File: src/rtl/mole_scheduler.sv
// Whack-a-mole sequencer: LFSR-placed moles, hit/miss/lives tracking.
// Define WAM_NO_REPEAT_EN to forbid the same position on consecutive moles.
module mole_scheduler #(
    parameter logic [15:0] SEED = 16'hACE1
) (
    input  logic        clk,
    input  logic        reset,
    input  logic        start,
    input  logic        load_seed,
    input  logic [15:0] seed,
    input  logic [27:0] time_on,
    input  logic [27:0] time_between,
    input  logic [5:0]  max_moles,
    input  logic [3:0]  lives_init,
    input  logic        valid_key,
    input  logic [3:0]  key,
    output logic [8:0]  lights,
    output logic [3:0]  light_pos,
    output logic [5:0]  mole_count,
    output logic [5:0]  hits,
    output logic [5:0]  misses,
    output logic [3:0]  lives_left,
    output logic        done
);
    typedef enum logic [1:0] {IDLE, GAP, SHOW, DONE} state_t;

    state_t      state, state_nx;
    logic [27:0] timer, timer_nx;
    logic [3:0]  pos_q, pos_nx;
    logic [5:0]  moles_q, moles_nx;
    logic [5:0]  hits_q, hits_nx;
    logic [5:0]  miss_q, miss_nx;
    logic [3:0]  lives_q, lives_nx;
    logic [15:0] lfsr;
    logic [3:0]  pick_raw, pick;
    logic        hit, finish;

    function automatic logic [5:0] sat_inc(input logic [5:0] v);
        return (v == 6'd63) ? v : v + 6'd1;
    endfunction

    // Galois form of x^16+x^14+x^13+x^11+1, shifting right
    always_ff @(posedge clk or negedge reset) begin
        if (!reset)
            lfsr <= SEED;
        else if (load_seed)
            lfsr <= (seed == 16'd0) ? SEED : seed;
        else
            lfsr <= {1'b0, lfsr[15:1]} ^ (lfsr[0] ? 16'hB400 : 16'h0000);
    end

    always_comb begin
        pick_raw = (lfsr[3:0] >= 4'd9) ? lfsr[3:0] - 4'd9 : lfsr[3:0];
`ifdef WAM_NO_REPEAT_EN
        if (pick_raw == pos_q && moles_q != 6'd0)
            pick = (pick_raw == 4'd8) ? 4'd0 : pick_raw + 4'd1;
        else
            pick = pick_raw;
`else
        pick = pick_raw;
`endif
    end

    always_comb begin
        state_nx = state;
        timer_nx = timer;
        pos_nx   = pos_q;
        moles_nx = moles_q;
        hits_nx  = hits_q;
        miss_nx  = miss_q;
        lives_nx = lives_q;
        hit      = 1'b0;
        finish   = 1'b0;
        unique case (state)
            IDLE: begin
                if (start) begin
                    state_nx = GAP;
                    timer_nx = '0;
                    moles_nx = '0;
                    hits_nx  = '0;
                    miss_nx  = '0;
                    lives_nx = lives_init;
                end
            end
            GAP: begin
                if (!start) begin
                    state_nx = IDLE;
                end else if (timer == time_between) begin
                    state_nx = SHOW;
                    timer_nx = '0;
                    pos_nx   = pick;
                    moles_nx = sat_inc(moles_q);
                end else begin
                    timer_nx = timer + 28'd1;
                end
            end
            SHOW: begin
                if (!start) begin
                    state_nx = IDLE;
                end else begin
                    hit = valid_key && (key == pos_q);
                    if (hit || timer == time_on) begin
                        if (hit) begin
                            hits_nx = sat_inc(hits_q);
                        end else begin
                            miss_nx = sat_inc(miss_q);
                            if (lives_init != 4'd0 && lives_q != 4'd0)
                                lives_nx = lives_q - 4'd1;
                        end
                        // a completed mole may end the game
                        finish = (max_moles != 6'd0 && moles_q == max_moles)
                              || (lives_init != 4'd0 && lives_nx == 4'd0);
                        state_nx = finish ? DONE : GAP;
                        timer_nx = '0;
                    end else begin
                        timer_nx = timer + 28'd1;
                    end
                end
            end
            DONE: begin
                if (!start)
                    state_nx = IDLE;
            end
            default: state_nx = IDLE;
        endcase
    end

    always_ff @(posedge clk or negedge reset) begin
        if (!reset) begin
            state   <= IDLE;
            timer   <= '0;
            pos_q   <= '0;
            moles_q <= '0;
            hits_q  <= '0;
            miss_q  <= '0;
            lives_q <= '0;
        end else begin
            state   <= state_nx;
            timer   <= timer_nx;
            pos_q   <= pos_nx;
            moles_q <= moles_nx;
            hits_q  <= hits_nx;
            miss_q  <= miss_nx;
            lives_q <= lives_nx;
        end
    end

    assign lights     = (state == SHOW) ? (9'd1 << pos_q) : 9'd0;
    assign light_pos  = pos_q;
    assign mole_count = moles_q;
    assign hits       = hits_q;
    assign misses     = miss_q;
    assign lives_left = lives_q;
    assign done       = (state == DONE);
endmodule

File: config.mk
export PLATFORM = sky130hd
export DESIGN_NAME = mole_scheduler
export DESIGN_NICKNAME = d
export VERILOG_FILES = /design/src/rtl/mole_scheduler.sv
export SDC_FILE = /design/constraint.sdc
export NUM_CORES = 1
export LEC_CHECK = 0
export CORE_AREA = 2 2 86 121
export CTS_CLUSTER_DIAMETER = 100
export DETAILED_ROUTE_END_ITERATION = 8
export DIE_AREA = 0 0 88 123
export GPL_ROUTABILITY_DRIVEN = 0
export PLACE_DENSITY = 0.79
export REMOVE_ABC_BUFFERS = 1
export SLEW_MARGIN = 40
export SYNTH_ARGS = -nofsm -noshare
export SYNTH_HDL_FRONTEND = slang
export SYNTH_SLANG_ARGS = --single-unit
export TNS_END_PERCENT = 30
File: constraint.sdc
create_clock -name clk -period 2.9 [get_ports clk]
set_input_delay 0.58 -clock clk [delete_from_list [all_inputs] [get_ports clk]]
set_output_delay 0.58 -clock clk [all_outputs]
set_load 0.01 [all_outputs]
==> results of run 1 <==
cell families after synthesis:
logic type                 after synthesis
DFF                                     72
muxes                                   12
buffers and inverters                   38
adders and majority gates               11
AOI/OAI and AO/OA                       78
and+or+nand+nor                        204
xor gates and xnor gates                96
flip-flops by register name (all words and copies together), names as in the netlist:
| signal | count |
|---|---|
| hits | 6 |
| lfsr | 16 |
| light_pos | 4 |
| lives_left | 4 |
| misses | 6 |
| mole_count | 6 |
| state | 2 |
| timer | 28 |
cells in the mapped netlist (4+ instances only):
cell       n  area share
ha_1      11       0.030
or3_1      5      0.0067
inv_1     10      0.0081
o21ai_0   17       0.018
a31oi_1    4      0.0054
xnor2_1   48       0.090
clkbuf_1   9      0.0073
xor2_1    48       0.090
a21o_1     5      0.0081
nand3_1   14       0.015
nor4_1    15       0.020
mux2_2     9       0.022
nor2b_1    7      0.0094
nand2b_1   6      0.0081
dfrtp_1   64        0.34
nand2_1   45       0.036
o22a_1     8       0.015
a22o_1     5      0.0094
nor2_1    56       0.045
nor3_1     9      0.0097
and3_1    19       0.026
buf_2     17       0.018
a21oi_1   13       0.014
dfstp_2    8       0.045
nand4_1   18       0.024
layout make-up:
| class | instances | area [um^2] |
|---|---|---|
| fillers | 808 | 3342 |
| clock inverters | 5 | 33.78 |
| clock buffers | 11 | 242.7 |
| well taps | 135 | 168.9 |
| repair buffers | 143 | 1431 |
| multi-input cells | 401 | 2669 |
| inverters | 10 | 37.54 |
| flip-flops and latches | 72 | 1813 |
power by group through the flow:
stage / Clock (mW) / Sequential, mW / Combinational (mW)
final: 1.03 / 1.23 / 1.51
after global routing: 1.09 / 1.25 / 1.64
after CTS: 1.04 / 1.23 / 1.50
after detailed placement: 0 / 1.25 / 1.49
after global placement: 0 / 1.24 / 1.44
after floorplan: 0 / 1.23 / 0.772
stage by stage:
step / hold slack [ps] / TNS (ps) / utilization / worst slack, ps
finish: 258.2 / 0 / 0.6568 / 91.66
global route: 292.8 / 0 / 0.6568 / 2.695
CTS: 279.0 / 0 / 0.6557 / 0.5249
detailed placement: 466.3 / -75.00 / 0.6273 / -50.35
floorplan: 284.4 / 0 / - / 363.9
global placement: 463.1 / 0 / 0.6273 / 33.72
worst paths after layout:
path	from	endpoint	slack, ps	depth (start not counted)
worst max-delay path	state[0]	lights[4]	90	6
worst max register to register	timer[9]	timer[8]	430	8
max in group asynchronous	reset	lfsr[10]	2290	2
worst min-delay path	reset	hits[3]	260	2
min in group clk	lfsr[4]	lfsr[3]	480	1
worst min register to register	lfsr[4]	lfsr[3]	480	1
metal layers:
metal | up-vias | global-route usage
met5 | - | 0
met4 | 0 | 0.1192
met3 | 37 | 0.04740
met2 | 173 | 0.4223
met1 | 2064 | 0.2970
li1 | 2044 | -
repair_timing:
action | CTS | global route
setup endpoints to repair | 0 | 6
resized for setup | 0 | 5
buffers inserted | 0 | 0
critical path, stage by stage, from the launching register on:
cell,delay [ps]
dfrtp_2,450
inv_1,90
ha_1,210
inv_1,70
or3_1,400
nor2_1,130
clkdlybuf4s50_1,540
==> flow_metrics.tcl, run 1 <==
set metrics [dict create \
    dp_cells 761 \
    top_layer_used "met4" \
    placed_cell_area_um2 6108 \
    route.met2.wl_um 6601 \
    worst_slew_pin_slew_ps 508.6 \
    status "finished, final reports clean" \
    synthCells 511 \
    core_area_um2 9738 \
    synth_compound_area_frac 0.1172 \
    fin_cells 777 \
    maxCapViolCount 0 \
    path_clk_slew_ps 60 \
    p_per_area_nw_per_um2 589.4 \
    design_area_um2 6396 \
    die_w_um 88 \
    netlist_area_um2 4656 \
    num_vias 4318 \
    p_clk_frac 0.272 \
    finalCritPeriodShare 0.9684 \
    post-route-min-period_ps 2808 \
    yosysSeqAreaShare 0.3891 \
    die-area_um2 10820 \
    synth-seq-cells 72 \
    drt-total-wl_um 12800 \
    h-tree-depth 3 \
    drc_errors 0 \
    crit_path_end_kind "primary output" \
    rows 43 \
    cts.path.max_buffers 2 \
    synth_warnings 0 \
    power_frac_seq 0.327 \
    start_util 0.4781 \
    avgRoutedWirePerCell_um 16.47 \
    irDropWorstVdd_mv 0.3181 \
    layout_commonest_cell "clkdlybuf4s50_1" \
    grt_pass1_wl_um 20730 \
    antenna_found_initial 0 \
    finClkSkew_ps 5.999 \
    cts-root-buf "clkbuf_16" \
    setup_violations 0 \
    die_h_um 123 \
    dp_hpwl_um 9967 \
    synth-xor-area-share 0.1806 \
    clock_latency_ps 340 \
    cts_buffers 9 \
    relSlewSlack 0.6609 \
    wl_met3_um 883 \
    criticalPathCategory "reg -> out" \
    via_per_inst 5.557 \
    synth_fa_ha_area_frac 0.02956 \
    cp_max_fo 7 \
    hold_path_class "in -> async" \
    synth-main-ff-cell "dfrtp_1" \
    leakagePower_nw 2.741 \
    cp.arrival_ps 2230 \
    postCtsHoldBufs 0 \
    ant_nets 0 \
    finalHoldViolations 0 \
    intPower_mw 2.394 \
    grt_max_degree 73 \
    grt.total_usage 0.2479 \
    power_mw 3.770 \
    maxSlewViolCount 0 \
    p_comb_frac 0.400 \
    first_global_vias 4310 \
    cp.required_ps 2320 \
    syn_area_per_cell_um2 9.111 \
    first_pass_iters 4 \
    drive_above_1_share 0.08567 \
    wl_met1_um 4889 \
    worst_setup_path_start_kind "flip-flop" \
    area_growth_pct 37.38 \
    sw_frac_of_total 0.3648 \
    nets 739 \
    synthSimpleGateAreaFrac 0.2177 \
    final_cell_mix "121 x clkdlybuf4s50_1, 63 x dfrtp_1, 56 x nor2_1, 48 x xor2_1, 48 x xnor2_1" \
    fmax_ghz 0.3561 \
    cts_tree "built" \
    synth_mux_area_frac 0.02822 \
    synth_top_family_by_area "simple AND/OR/NAND/NOR gates" \
    synth_edf_count 0 \
    drt_iter0_markers 259 \
    placement.io_buffers 126 \
    async_reset_ff_frac 1.000 \
    grt_remaining_overflow 0 \
    p_sw_mw 1.375 \
    ys_types 52 \
    cts.sinks 72 \
    n_antenna_cell 0 \
    ioPinCount 127 \
    rsz0062_at_grt "true" \
]
Power figures use the tool's default switching activity.
==> inputs of run 2 (changes only) <==
CORE_AREA = 2 2 76 106   (was 2 2 86 121)
DIE_AREA = 0 0 78 108   (was 0 0 88 123)
DONT_BUFFER_PORTS = 1   (was default)
PLACE_DENSITY = 0.78   (was 0.79)
==> flow_metrics.tcl, run 2 (same netlist as run 1, synthesis figures left out) <==
set metrics [dict create \
    grt_remaining_overflow 0 \
    finalSetupTns_ps 0 \
    cts.sinks 72 \
    path_clk_slew_ps 80 \
    layout_commonest_cell "dfrtp_1" \
    fin_util 0.6676 \
    regArea_um2 1812 \
    multi_input_area_um2 2669 \
    leakagePower_nw 2.126 \
    maxCapViolCount 0 \
    worst_slew_pin_slew_ps 535.6 \
    drive_above_1_share 0.09393 \
    status "finished, final reports clean" \
    fill_cells 608 \
    num_vias 3817 \
    busiest_layer "met2" \
    setup_violations 0 \
    grt.total_usage 0.2768 \
    n_antenna_cell 0 \
    cp.arrival_ps 2930 \
    die_w_um 78 \
    irDropWorstVdd_mv 0.3769 \
    max_stage_delay_ps 490 \
    drt_iter0_markers 189 \
    drt-total-wl_um 11470 \
    hold_path_class "in -> async" \
    finalCritPeriodShare 0.9201 \
    finalHoldViolations 0 \
    met3_usage 0.06177 \
    finClkSkew_ps 7.552 \
    grt_max_degree 65 \
    via_per_inst 6.278 \
    worst_setup_path_start_kind "flip-flop" \
    cts-root-buf "clkbuf_8" \
    reg_top3 "timer x28, lfsr x16" \
    r2r-start "timer[15]" \
    maxSlewViolCount 0 \
    p_per_area_nw_per_um2 643.5 \
    first_pass_iters 5 \
    fmax_ghz 0.3748 \
    ioPinCount 127 \
    avgRoutedWirePerCell_um 18.87 \
    worst-path-buf-inv 1 \
    core_area_um2 7407 \
    largest_register_ffs 28 \
    cts.path.max_buffers 2 \
    r2r_cells 8 \
    crit_path_end_kind "flip-flop" \
    cts_buffers 9 \
    relSlewSlack 0.6397 \
    start_util 0.6285 \
    power_mw 3.182 \
    rsz0062_at_grt "false" \
    placement.io_buffers 0 \
    dp_hpwl_um 8506 \
    grt_util_met1 0.3276 \
    area_growth_pct 6.208 \
    ant_nets 0 \
    met2_usage 0.4741 \
    drc_errors 0 \
    crit_path_cell_trace "xor2_1 > nor4_1 > nand4_1 > o31a_1 > o21ai_2 > buf_4 > o21ai_0 > a22o_1" \
    antenna_found_initial 0 \
    grt_pass1_wl_um 17910 \
    final_cell_mix "64 x dfrtp_1, 56 x nor2_1, 48 x xor2_1, 48 x xnor2_1, 45 x nand2_1" \
    die-area_um2 8424 \
    cp_max_fo 8 \
    post-route-min-period_ps 2668 \
    cp_top_family "compound AO/OA/AOI/OAI gates" \
    die_h_um 108 \
    first_global_vias 3740 \
    h-tree-depth 3 \
    rows 37 \
    clock_latency_ps 360 \
    r2r-end "timer[8]" \
    cts_tree "built" \
    regMostFlops "timer" \
    cp.required_ps 3160 \
    nets 608 \
    criticalPathCategory "reg -> reg" \
    r2r_setup_slack_ps 230 \
    slowest_stage "nor4_1" \
]
run 2: cell type report:
cell class	instances	area share
Multi-Input combinational cell	401	0.5397
Sequential cell	72	0.3664
Clock buffer	10	0.02581
Tap cell	97	0.02454
Timing Repair Buffer	12	0.02227
Clock inverter	6	0.01366
Inverter	10	0.007591
run 2: per-layer routing:
layer / share of wire / up-vias
met1: 0.38 / 1833
met2: 0.51 / 175
li1: - / 1782
met3: 0.071 / 27
met5: 0 / -
met4: 0.036 / 0
run 2: how the worst max path moves through the flow:
stage	startpoint	endpoint	slack, ps	depth (start not counted)
floorplan	state[0]	timer[20]	360	8
global placement	time_between[15]	timer[8]	310	8
detailed placement	time_between[15]	timer[8]	230	8
CTS	state[0]	lights[0]	260	5
global route	timer[4]	timer[8]	90	8
finish	timer[15]	timer[8]	230	8
run 2: per-stage QoR:
stage | setup slack [ps] | cells | area, um^2 | hold WS (ps)
floorplan | 363.9 | 483 | 4518 | 284.4
global placement | 313.2 | 591 | 4722 | 285.8
detailed placement | 228.8 | 591 | 4722 | 285.8
CTS | 257.5 | 608 | 4945 | 42.96
global route | 92.24 | 608 | 4945 | 39.32
finish | 231.6 | 608 | 4945 | 53.82
run 2: power by group:
group	switching (mW)	total, mW	internal, mW
Clock	0.406	0.807	0.400
Sequential	0.157	1.26	1.10
Combinational	0.699	1.12	0.417
run 2: what timing repair did:
| item | 4_1_cts | 5_1_grt |
|---|---|---|
| hold buffers | 1 | 0 |
| endpoints found under the hold margin | 64 | 0 |
| gates resized for setup | 0 | 0 |
| setup buffers | 0 | 0 |
==> inputs of run 3 (changes only) <==
HOLD_SLACK_MARGIN = 0.05   (was default)
SETUP_SLACK_MARGIN = 0.02   (was default)
==> flow_metrics.tcl, run 3 (same netlist as run 1, synthesis figures left out) <==
set metrics [dict create \
    cts_tree "built" \
    finalHoldViolations 0 \
    leakagePower_nw 2.130 \
    clock_latency_ps 360 \
    dp_cells 591 \
    ioPinCount 127 \
    cts.sinks 72 \
    core_area_um2 7407 \
    drive_above_1_share 0.09375 \
    ctsResizeCount 0 \
    avgRoutedWirePerCell_um 18.75 \
    drt_iter0_markers 213 \
    grt_pass1_wl_um 17910 \
    drt-total-wl_um 11420 \
    grt_max_degree 65 \
    hold-worst-slack_ps 88.03 \
    drc_errors 0 \
    maxCapViolCount 0 \
    setup_violations 0 \
    start_util 0.6285 \
    finClkSkew_ps 5.532 \
    met2_usage 0.4729 \
    relSlewSlack 0.6316 \
    cts-root-buf "clkbuf_8" \
    worst_setup_path_start_kind "flip-flop" \
    criticalPathCategory "reg -> reg" \
    largest_register_ffs 28 \
    first_global_vias 3736 \
    cp.arrival_ps 2890 \
    placement.io_buffers 0 \
    crit_path_end_kind "flip-flop" \
    cp.required_ps 3150 \
    grt.total_usage 0.2772 \
    die-area_um2 8424 \
    n_antenna_cell 0 \
    cp_max_fo 8 \
    p_per_area_nw_per_um2 641.5 \
    path_clk_slew_ps 80 \
    rows 37 \
    hold_path_class "in -> async" \
    final_cell_mix "64 x dfrtp_1, 56 x nor2_1, 48 x xor2_1, 48 x xnor2_1, 45 x nand2_1" \
    status "finished, final reports clean" \
    post-route-min-period_ps 2636 \
    met3_usage 0.06260 \
    maxSlewViolCount 0 \
    die_h_um 108 \
    cts_buffers 9 \
    busiest_layer "met2" \
    area_growth_pct 6.423 \
    finalCritPeriodShare 0.9090 \
    irDropWorstVdd_mv 0.3748 \
    h-tree-depth 3 \
    finalSetupTns_ps 0 \
    reg_top3 "timer x28, lfsr x16" \
    layout_commonest_cell "dfrtp_1" \
    fin_cells 609 \
    regMostFlops "timer" \
    antenna_found_initial 0 \
    rsz0062_at_grt "false" \
    first_pass_iters 6 \
    cts.path.max_buffers 2 \
    fmax_ghz 0.3794 \
    via_per_inst 6.278 \
    die_w_um 78 \
    num_vias 3823 \
    grt_util_met1 0.3293 \
    worst_slew_pin_slew_ps 550.8 \
    grt_remaining_overflow 0 \
    dp_hpwl_um 8506 \
    fin_util 0.6689 \
    nets 609 \
    ant_nets 0 \
]
run 3: cell types whose count changed in the layout (fill, tap and decap cells not counted), sizes merged:
| cell | delta |
|---|---|
| dlygate4sd3 | +1 |
run 3: report_power, final:
group | switching (mW) | internal (mW) | leakage (nW)
clock network | 0.402 | 0.400 | 0.0929
registers | 0.156 | 1.10 | 0.939
logic | 0.700 | 0.418 | 1.10
total | 1.26 | 1.92 | 2.13
run 3: timing repair:
action                                  4_1_cts  5_1_grt
endpoints found under the setup margin        0        0
hold endpoints to repair                     64        0
buffers inserted                              0        0
hold buffers                                  2        0
run 3: stage by stage:
step	cell area (um^2)	total power, mW	worst slack (ps)
2_1_floorplan	4518	2.006	363.9
3_3_place_gp	4722	2.307	313.2
3_5_place_dp	4722	2.350	228.8
4_1_cts	4955	3.187	257.5
5_1_grt	4955	3.383	94.94
6_report	4955	3.179	264.0
run 3: layout make-up:
cell class	instances	area (um^2)
Tap cell	97	121.4
Inverter	10	37.54
Multi-Input combinational cell	401	2669
Clock inverter	6	67.56
Clock buffer	10	127.6
Timing Repair Buffer	13	120.1
Sequential cell	72	1812
Fill cell	607	2452
run 3: worst paths after layout:
check                      startpoint       end  slack (ps)  cells after the start
setup / recovery            timer[15]  timer[8]         260                      8
max in group asynchronous       reset  lfsr[11]        1890                      1
min in group clk            load_seed  lfsr[12]         330                      1
hold reg to reg               lfsr[8]   lfsr[7]         480                      1
hold / removal                  reset   hits[3]          90                      1
setup reg to reg            timer[15]  timer[8]         260                      8
run 3: worst max-delay path, stage by stage (launching register included):
cell and delay, ps:
dfrtp_1 480, xor2_1 200, nor4_1 460, nand4_1 240
o31a_1 330, o21ai_2 290, buf_4 200, o21ai_0 90
a22o_1 240
run 3: routing by layer:
metal  vias to the layer above  share of wire
met1                      1841           0.38
met2                       167           0.51
li1                       1787              -
met5                         -              0
met4                         0          0.033
met3                        28          0.072
